==> src/rtl/spmv_row_accum.sv <==
// ============================================================================
// spmv_row_accum
// ----------------------------------------------------------------------------
// Purpose
//   Row accumulator for a sparse matrix-vector multiply datapath. Products
//   A[i][j]*x[j] arrive as an FP32 stream, with a "last" flag marking the final
//   product of each row. The block folds each row into a single sum, strictly
//   left to right, by driving an external pipelined FP32 adder of unknown
//   latency (>= 1 cycle). At most one add is in flight at any time. The block
//   itself does no arithmetic: rounding, NaN and denormal behaviour all come
//   from the adder.
//
//   A row of k products issues exactly k-1 adds. A single-product row skips
//   the adder and presents the product bit-for-bit as the row sum one cycle
//   after it is accepted. Empty rows are not supported.
//
// Ports
//   clk               in   single clock, all logic on the rising edge
//   rstn              in   asynchronous, active-low reset
//   s_prod_data       in   FP32 product
//   s_prod_last       in   marks the final product of the current row
//   s_prod_valid      in   product stream valid
//   s_prod_ready      out  product stream ready
//   add_a             out  adder operand a (running sum)
//   add_b             out  adder operand b (newest product)
//   add_input_valid   out  operand pair valid (drives both adder a/b valid)
//   add_input_ready   in   adder takes the operand pair (a_ready & b_ready)
//   add_c             in   adder result
//   add_output_valid  in   adder result valid
//   add_output_ready  out  this block accepts the adder result
//   m_sum_data        out  completed row sum
//   m_sum_count       out  number of products in that row (saturating)
//   m_sum_valid       out  row sum valid
//   m_sum_ready       in   downstream accepts the row sum
//
// Every handshake output comes straight from a flop. There is no
// combinational path from any input to any output.
// ============================================================================
module spmv_row_accum #(
    parameter int DATA_WIDTH = 32,
    parameter int CNT_WIDTH  = 16
) (
    input  logic                  clk,
    input  logic                  rstn,

    // product stream in
    input  logic [DATA_WIDTH-1:0] s_prod_data,
    input  logic                  s_prod_last,
    input  logic                  s_prod_valid,
    output logic                  s_prod_ready,

    // external adder, operand side
    output logic [DATA_WIDTH-1:0] add_a,
    output logic [DATA_WIDTH-1:0] add_b,
    output logic                  add_input_valid,
    input  logic                  add_input_ready,

    // external adder, result side
    input  logic [DATA_WIDTH-1:0] add_c,
    input  logic                  add_output_valid,
    output logic                  add_output_ready,

    // row sum out
    output logic [DATA_WIDTH-1:0] m_sum_data,
    output logic [CNT_WIDTH-1:0]  m_sum_count,
    output logic                  m_sum_valid,
    input  logic                  m_sum_ready
);

    // FIRST : wait for the first product of a row
    // NEXT  : wait for a subsequent product
    // ISSUE : present (acc, opnd) to the adder
    // WAIT  : wait for the adder result
    // EMIT  : present the finished row sum
    typedef enum logic [2:0] {
        FIRST = 3'd0,
        NEXT  = 3'd1,
        ISSUE = 3'd2,
        WAIT  = 3'd3,
        EMIT  = 3'd4
    } state_t;

    localparam logic [CNT_WIDTH-1:0] CNT_ONE = CNT_WIDTH'(1);

    state_t                state_q;
    logic [DATA_WIDTH-1:0] acc_q;        // running sum, also the emitted row sum
    logic [DATA_WIDTH-1:0] opnd_q;       // product waiting to be added
    logic [CNT_WIDTH-1:0]  cnt_q;        // products seen in the current row
    logic                  last_q;       // opnd_q is the last product of its row

    // Registered handshake outputs
    logic                  prod_ready_q;
    logic                  add_in_valid_q;
    logic                  add_out_ready_q;
    logic                  sum_valid_q;

    // Combinational next values and handshake qualifiers
    logic [CNT_WIDTH-1:0]  cnt_inc_d;
    logic                  prod_fire;
    logic                  add_in_fire;
    logic                  add_out_fire;
    logic                  sum_fire;

    // The counter saturates at all-ones and does not wrap. A very long row
    // therefore reports the maximum count, never a small bogus one.
    assign cnt_inc_d = (&cnt_q) ? cnt_q : (cnt_q + CNT_ONE);

    // Each handshake is qualified by its own registered enable. This gates
    // out inputs that arrive in the wrong state, such as a stray adder result
    // outside WAIT or a late result after a reset.
    assign prod_fire    = s_prod_valid     & prod_ready_q;
    assign add_in_fire  = add_in_valid_q   & add_input_ready;
    assign add_out_fire = add_output_valid & add_out_ready_q;
    assign sum_fire     = sum_valid_q      & m_sum_ready;

    // ------------------------------------------------------------------------
    // FSM and datapath registers.
    //
    // The handshake flags are registered together with the state transition,
    // so each flag always matches the state it belongs to. The one exception
    // is s_prod_ready in the first cycle after reset. Reset forces every
    // output low, so FIRST raises s_prod_ready on its first clock edge. From
    // then on, every transition into FIRST or NEXT sets it directly.
    // ------------------------------------------------------------------------
    always_ff @(posedge clk or negedge rstn) begin
        if (!rstn) begin
            state_q         <= FIRST;
            acc_q           <= '0;
            opnd_q          <= '0;
            cnt_q           <= '0;
            last_q          <= 1'b0;
            prod_ready_q    <= 1'b0;
            add_in_valid_q  <= 1'b0;
            add_out_ready_q <= 1'b0;
            sum_valid_q     <= 1'b0;
        end else begin
            unique case (state_q)
                FIRST: begin
                    prod_ready_q <= 1'b1;
                    if (prod_fire) begin
                        acc_q <= s_prod_data;
                        cnt_q <= CNT_ONE;
                        if (s_prod_last) begin
                            // Single-product row: the product is the sum.
                            state_q      <= EMIT;
                            prod_ready_q <= 1'b0;
                            sum_valid_q  <= 1'b1;
                        end else begin
                            state_q <= NEXT;
                        end
                    end
                end

                NEXT: begin
                    if (prod_fire) begin
                        opnd_q         <= s_prod_data;
                        last_q         <= s_prod_last;
                        cnt_q          <= cnt_inc_d;
                        state_q        <= ISSUE;
                        prod_ready_q   <= 1'b0;
                        add_in_valid_q <= 1'b1;
                    end
                end

                ISSUE: begin
                    // acc_q and opnd_q are left alone here, so add_a and
                    // add_b stay stable while the adder stalls.
                    if (add_in_fire) begin
                        state_q         <= WAIT;
                        add_in_valid_q  <= 1'b0;
                        add_out_ready_q <= 1'b1;
                    end
                end

                WAIT: begin
                    if (add_out_fire) begin
                        acc_q           <= add_c;
                        add_out_ready_q <= 1'b0;
                        if (last_q) begin
                            state_q     <= EMIT;
                            sum_valid_q <= 1'b1;
                        end else begin
                            state_q      <= NEXT;
                            prod_ready_q <= 1'b1;
                        end
                    end
                end

                EMIT: begin
                    if (sum_fire) begin
                        state_q      <= FIRST;
                        sum_valid_q  <= 1'b0;
                        prod_ready_q <= 1'b1;
                    end
                end

                default: begin
                    // Unreachable encodings go back to a clean idle state.
                    state_q         <= FIRST;
                    prod_ready_q    <= 1'b0;
                    add_in_valid_q  <= 1'b0;
                    add_out_ready_q <= 1'b0;
                    sum_valid_q     <= 1'b0;
                end
            endcase
        end
    end

    // ------------------------------------------------------------------------
    // Outputs. The adder operands and the row sum are wired directly to the
    // holding registers. Those registers change only on a handshake, so the
    // outputs are stable for as long as their valid is held. All of them
    // read zero during reset.
    // ------------------------------------------------------------------------
    assign s_prod_ready     = prod_ready_q;
    assign add_input_valid  = add_in_valid_q;
    assign add_output_ready = add_out_ready_q;
    assign m_sum_valid      = sum_valid_q;

    assign add_a       = acc_q;
    assign add_b       = opnd_q;
    assign m_sum_data  = acc_q;
    assign m_sum_count = cnt_q;

endmodule
==> config.mk <==
export PLATFORM = sky130hd
export DESIGN_NAME = spmv_row_accum
export DESIGN_NICKNAME = d
export VERILOG_FILES = /design/src/rtl/spmv_row_accum.sv
export SDC_FILE = /design/constraint.sdc
export NUM_CORES = 1
export LEC_CHECK = 0
export CORE_MARGIN = 3
export CORE_UTILIZATION = 40
export DETAILED_ROUTE_END_ITERATION = 16
export GPL_ROUTABILITY_DRIVEN = 0
export PLACE_DENSITY = 0.76
export SLEW_MARGIN = 15
export SYNTH_ARGS = -nofsm -noshare
export SYNTH_HDL_FRONTEND = slang
export SYNTH_SLANG_ARGS = --single-unit
export TNS_END_PERCENT = 100
==> constraint.sdc <==
create_clock -name clk -period 2.1 [get_ports clk]
set_clock_uncertainty 0.1 [all_clocks]
set_input_delay 0.315 -clock clk [delete_from_list [all_inputs] [get_ports clk]]
set_output_delay 0.315 -clock clk [all_outputs]
set_load 0.1 [all_outputs]
# Yosys cells after proc, flatten, opt, wreduce, memory -nomap -nowiden
# Index checks and enable logic that the tools add are counted.
# classes
n_shift,0
n_eq_ne,13
n_addsub,1
multipliers,0
n_bitwise,8
n_lt_le_gt_ge,0
mux,34
n_div,0
reduce_logical,15
# ops
op,n
$mux 32,2
$pmux 32 s2,1
$mux 16,3
$pmux 16 s2,1
$mux 3,7
$ne 2x2->1 const B,9
$add 16x1->16 const B,1
$reduce_and 16->1,1
$mux 1,15
$pmux 3 s5,1
$reduce_and 5->1,2
$reduce_and 3->1,3
$eq 3x2->1 const B,2
$pmux 1 s3,2
$reduce_and 6->1,1
$reduce_or 3->1,2
$pmux 1 s5,1
$and 1x1->1,4
$not 1->1,4
$pmux 1 s4,1
$reduce_and 4->1,1
$reduce_bool 2->1,2
$eq 3x1->1 const B,1
$eq 3x3->1 const B,1
3 further kinds,3
# totals
elab_cells,80
mem_bits_rw,0
mem_bits_ro,0
in_bits,71
latchBits,0
reg_bits,88
memories,0

# Depth between registers and ports, before layout
# logic_depth
ltp_word,4
mapped_depth,7
mapped_depth_nobuf,6

# Worst setup path before layout
# Ideal clock, no wire load.
# synth_path
kind,register -> register
start,"register cnt_q[0], in the netlist m_sum_count[0]"
end,"register cnt_q[12], in the netlist m_sum_count[12]"
period_less_slack_ns,2.512
path_stages_with_launch,7
setup_time_ns,0.126
arrival_time_ns,2.285
path_slack_ns,-0.412
path_buffers,0
required_ns,1.874
cell_sequence,dfrtp_1 ha_1 nand3_1 nor3_1 and3_1 nor2_1 a221o_2
# synth_between
elab_chain_cells,4
word_cells_on_any_way,7
classes_between,add/sub (1); eq/ne (1); mux (3); reduce/logical (2)
# synth_rtl
element,line_no,rtl
start: declaration,88,logic [CNT_WIDTH-1:0] cnt_q;
start signal: assignment,158,cnt_q <= cnt_inc_d;
$add 16x1->16,106,assign cnt_inc_d = (&cnt_q) ? cnt_q : (cnt_q + CNT_ONE);
$mux 16,106,
$mux 16,155,if (prod_fire) begin
$pmux 16 s2,137,unique case (state_q)
# Parallel ways exist; a longest one is shown, timed or not. The select of a mux whose other input is x is not followed.
# A chain may end at the register's enable or synchronous reset.

# Final worst setup path
# Same ends and word-level chain as after synthesis.

==> metrics.md <==
| Metric | Value |
|---|---|
| PwrDens | `521.6 mW/mm^2` |
| Placed Area | `0.005906 sq mm` |
| Leading cell types in the layout, fill and taps excluded | `126 x buf_4, 112 x nand2_1, 71 x dfrtp_1, 69 x clkdlybuf4s50_1, 49 x nor2_1` |
| Library cells used by synthesis | `between 40 and 50` |
| # resized after CTS | `0` |
| Latest clock arrival within the worst-skew pair | `approximately 0.36 ns` |
| Reg2reg start | `m_sum_count[0]` |
| Yosys top cell by area | `dfrtp_1` |
| TritonCTS clock tree | `yes` |
| Root Driver | `clkbuf_8` |
| Ys async rst share | `100.0%` |
| Outcome | `complete, no violations` |
| Setup crit end kind | `register` |
| CP startpoint | `m_sum_count[0]` |
| Reg2reg setup slack | `0.1 ns` |
| Crit Path Category | `reg -> reg` |
| All-Layer GR Usage | `19.25%` |
| Post-route DRC | `0` |
| Fin. max-slew vios | `0` |
| Crit. path cell count | `5` |
| Die width | `about 110 microns` |
| Via count | `3835` |
| Initial DRC Count | `217` |
| LEAKAGE | `0.003302 uW` |
| Final Hold Vio Count | `0` |
| Design Area, Final | `0.006135 sq mm` |
| # rows | `37` |
| Vias in the first global route | `3596` |
| Worst R2R Path Depth | `5` |
| Area of the core | `0.01046 sq mm` |
| H-tree Lvls | `3` |
| Final nets | `698` |
| Antenna violations before repair | `0` |
| YS warnings | `0` |
| Place WS | `0.04720 ns` |
| Cell-internal power | `2499 uW` |
| Clock share of power | `approximately 41%` |
| Logic gate share of total power | `6.5%` |
| TritonCTS buffer count | `9` |
| Register share of total power | `52.9%` |
| Crit path time final | `2.000 ns` |
| Worst r2r dst | `m_sum_count[12]` |
| Top delay family on crit path | `compound AO/OA/AOI/OAI gates` |
| Largest net degree at the start of global routing | `41` |
| Worst Setup Start Kind | `register` |
| Via-to-Cell Ratio | `about 5.0` |
| Postcts setup bufs | `0` |
| Post-synth top flop | `dfrtp_1` |
| Worst-path clk slew | `0.09 ns` |
| Starting density of the core | `approximately 42%` |
| Commonest non-fill, non-tap cell in the layout | `buf_4` |
| Seq/Total Area, Yosys | `between 50% and 60%` |
| PnR worst setup slack | `0.09967 ns` |
| Setup TNS | `0 ns` |
| Total grt overflow | `0` |
| Filler cells | `923` |
| Antenna viol nets, final | `0` |
| Synth top area cells | `dfrtp_1 51%, nand2_1 9.7%, mux2i_1 7.6%, buf_4 6.0%, a21oi_1 5.0%` |
| Routed wire length | `11860 microns` |
| CTS max path bufs | `2` |
| Critical Path Slowest Stage Cell | `dfrtp_4` |
| Cells after synthesis | `470` |
| Cell Area, Synth | `0.004345 sq mm` |
| Count of input and output buffers | `roughly 190` |
| WL per Instance | `15.46 microns` |
| Sw power | `701.0 uW` |
| FF+latch count, synth | `88` |
| Switch share | `21.91%` |
| Clk sink count | `between 80 and 90` |
| Worst hold path type | `in -> async` |
| Period utilisation layout | `95.25%` |
| RSZ-0062 raised after global routing | `no` |
| Worst Path Arrival | `2.15 ns` |
| Fmax | `499.9 MHz` |
| Top Ports | `187` |
| Slew HR | `66.85%` |
| Syn Nets | `542` |
| Global-route wire length before repair | `roughly 18000 microns` |
| Critical path peak fanout | `17` |
| CP bufs+invs | `0` |
| Largest vdd supply drop | `0.3772 mV` |
| DR pass1 iterations | `4` |
| Die Height | `110.2 microns` |
| Slowest stage delay, CP | `between 0.5 and 0.6 ns` |
| Layout cells sized above 1 | `28.37%` |
| Antenna cell count | `0` |
| Avg Inst Size Synth | `9.246 sq um` |
| Final setup violating endpoints | `0` |
| CP Cell Sequence | `ha_1 > nand4_1 > nor4_4 > a211o_4 > a221o_2` |
| Layout area overhead | `41.17%` |
| CP endpoint | `m_sum_count[12]` |
| Slew @ Worst Pin | `0.4972 ns` |
| Post-synth top area share | `50.68%` |
| Worst Path Required | `between 2 and 2.5 ns` |
| Die area | `0.01215 sq mm` |
| Hpwl dp | `8719 microns` |
| MaxCap Viol Count | `0` |
| Number of synthesized flops with an enable pin | `0` |
## repair_timing
| item | in CTS | in global routing |
|---|---|---|
| endpoints found under the hold margin | 34 | 0 |
| endpoints found under the setup margin | 0 | 0 |
| hold buffers | 1 | 0 |
## synthesized netlist by cell type, types with 2 or more instances
cell,count
nand3_1,12
nand2_1,112
buf_4,35
nand2b_1,2
nor2_4,2
a31oi_1,3
nor2_1,49
mux2i_1,33
clkbuf_1,5
dfrtp_1,88
o31ai_1,3
o21ai_0,22
and3_1,2
buf_6,2
buf_2,13
or3_1,5
inv_1,7
nand4_1,4
a21oi_1,43
nor3_1,4
## per-stage QoR
stage | cells | hold slack (ns) | power [uW] | utilization [%]
2_1_floorplan | 470 | -0.08059 | 1748 | -
3_5_place_dp | 750 | 0.2298 | 1935 | 56.45
3_3_place_gp | 750 | 0.2268 | 1933 | 56.45
4_1_cts | 767 | 0.3614 | 3233 | 58.63
6_report | 767 | 0.3613 | 3200 | 58.63
5_1_grt | 767 | 0.4000 | 3327 | 58.63
## area by class of cell
type	instances	area (sq um)	share of cell area (%)
inverter	7	26.28	0.4283
timing repair buffer	201	1747	28.47
multi-input combinational	319	1744	28.43
clock buffer	9	123.9	2.019
sequential	88	2228	36.32
tap	136	170.2	2.774
clock inverter	7	95.09	1.550
## routing by layer
| metal | routed length (microns) | part of all wire [%] | GRT usage (%) |
|---|---|---|---|
| met1 | 4979 | 42 | 24.86 |
| met2 | 5830 | 49 | 31.54 |
| met3 | 795 | 6.7 | 3.902 |
| met4 | 252 | 2.1 | 8.004 |
| met5 | 0 | 0 | 0 |
## registers in the layout (all words and copies together), names as in the netlist
register          cells
add_b                32
m_sum_count          16
add_a                32
state_q               3
m_sum_valid           1
s_prod_ready          1
add_input_valid       1
add_output_ready      1
last_q                1
## worst register-to-register path: stages, from the launching register on
cell and delay (ns):
dfrtp_4 0.51, ha_1 0.26, nand4_1 0.15, nor4_4 0.06
a211o_4 0.42, a221o_2 0.40
## power groups by stage
stage,Combinational [uW],Sequential (uW),Clock [uW]
2_1_floorplan,21.1,1730,0
3_3_place_gp,206,1730,0
3_5_place_dp,209,1730,0
4_1_cts,211,1690,1330
5_1_grt,225,1690,1410
6_report,207,1690,1300
## worst min-delay path by stage
stage | start | end | slack (ns) | depth (start not counted)
floorplan | rstn | add_a[0] | -0.08 | 0
global route | rstn | add_input_valid | 0.40 | 2
detailed placement | rstn | add_b[31] | 0.23 | 1
finish | rstn | add_b[13] | 0.36 | 2
global placement | rstn | add_b[9] | 0.23 | 1
CTS | rstn | add_input_valid | 0.36 | 2
## logic make-up (layout without fill, tap and decap cells)
kind of cell               count (synthesis)  in the layout  share of synthesized area [%]
adders and majority gates                  1              1                         0.2879
buffers and inverters                     63            224                          9.185
muxes                                     34             34                          7.861
DFF                                       88             88                          50.68
and+or+nand+nor                          201            201                          20.82
AOI/OAI and AO/OA                         83             83                          11.17
Note: power is estimated with default switching activity, not from simulation.
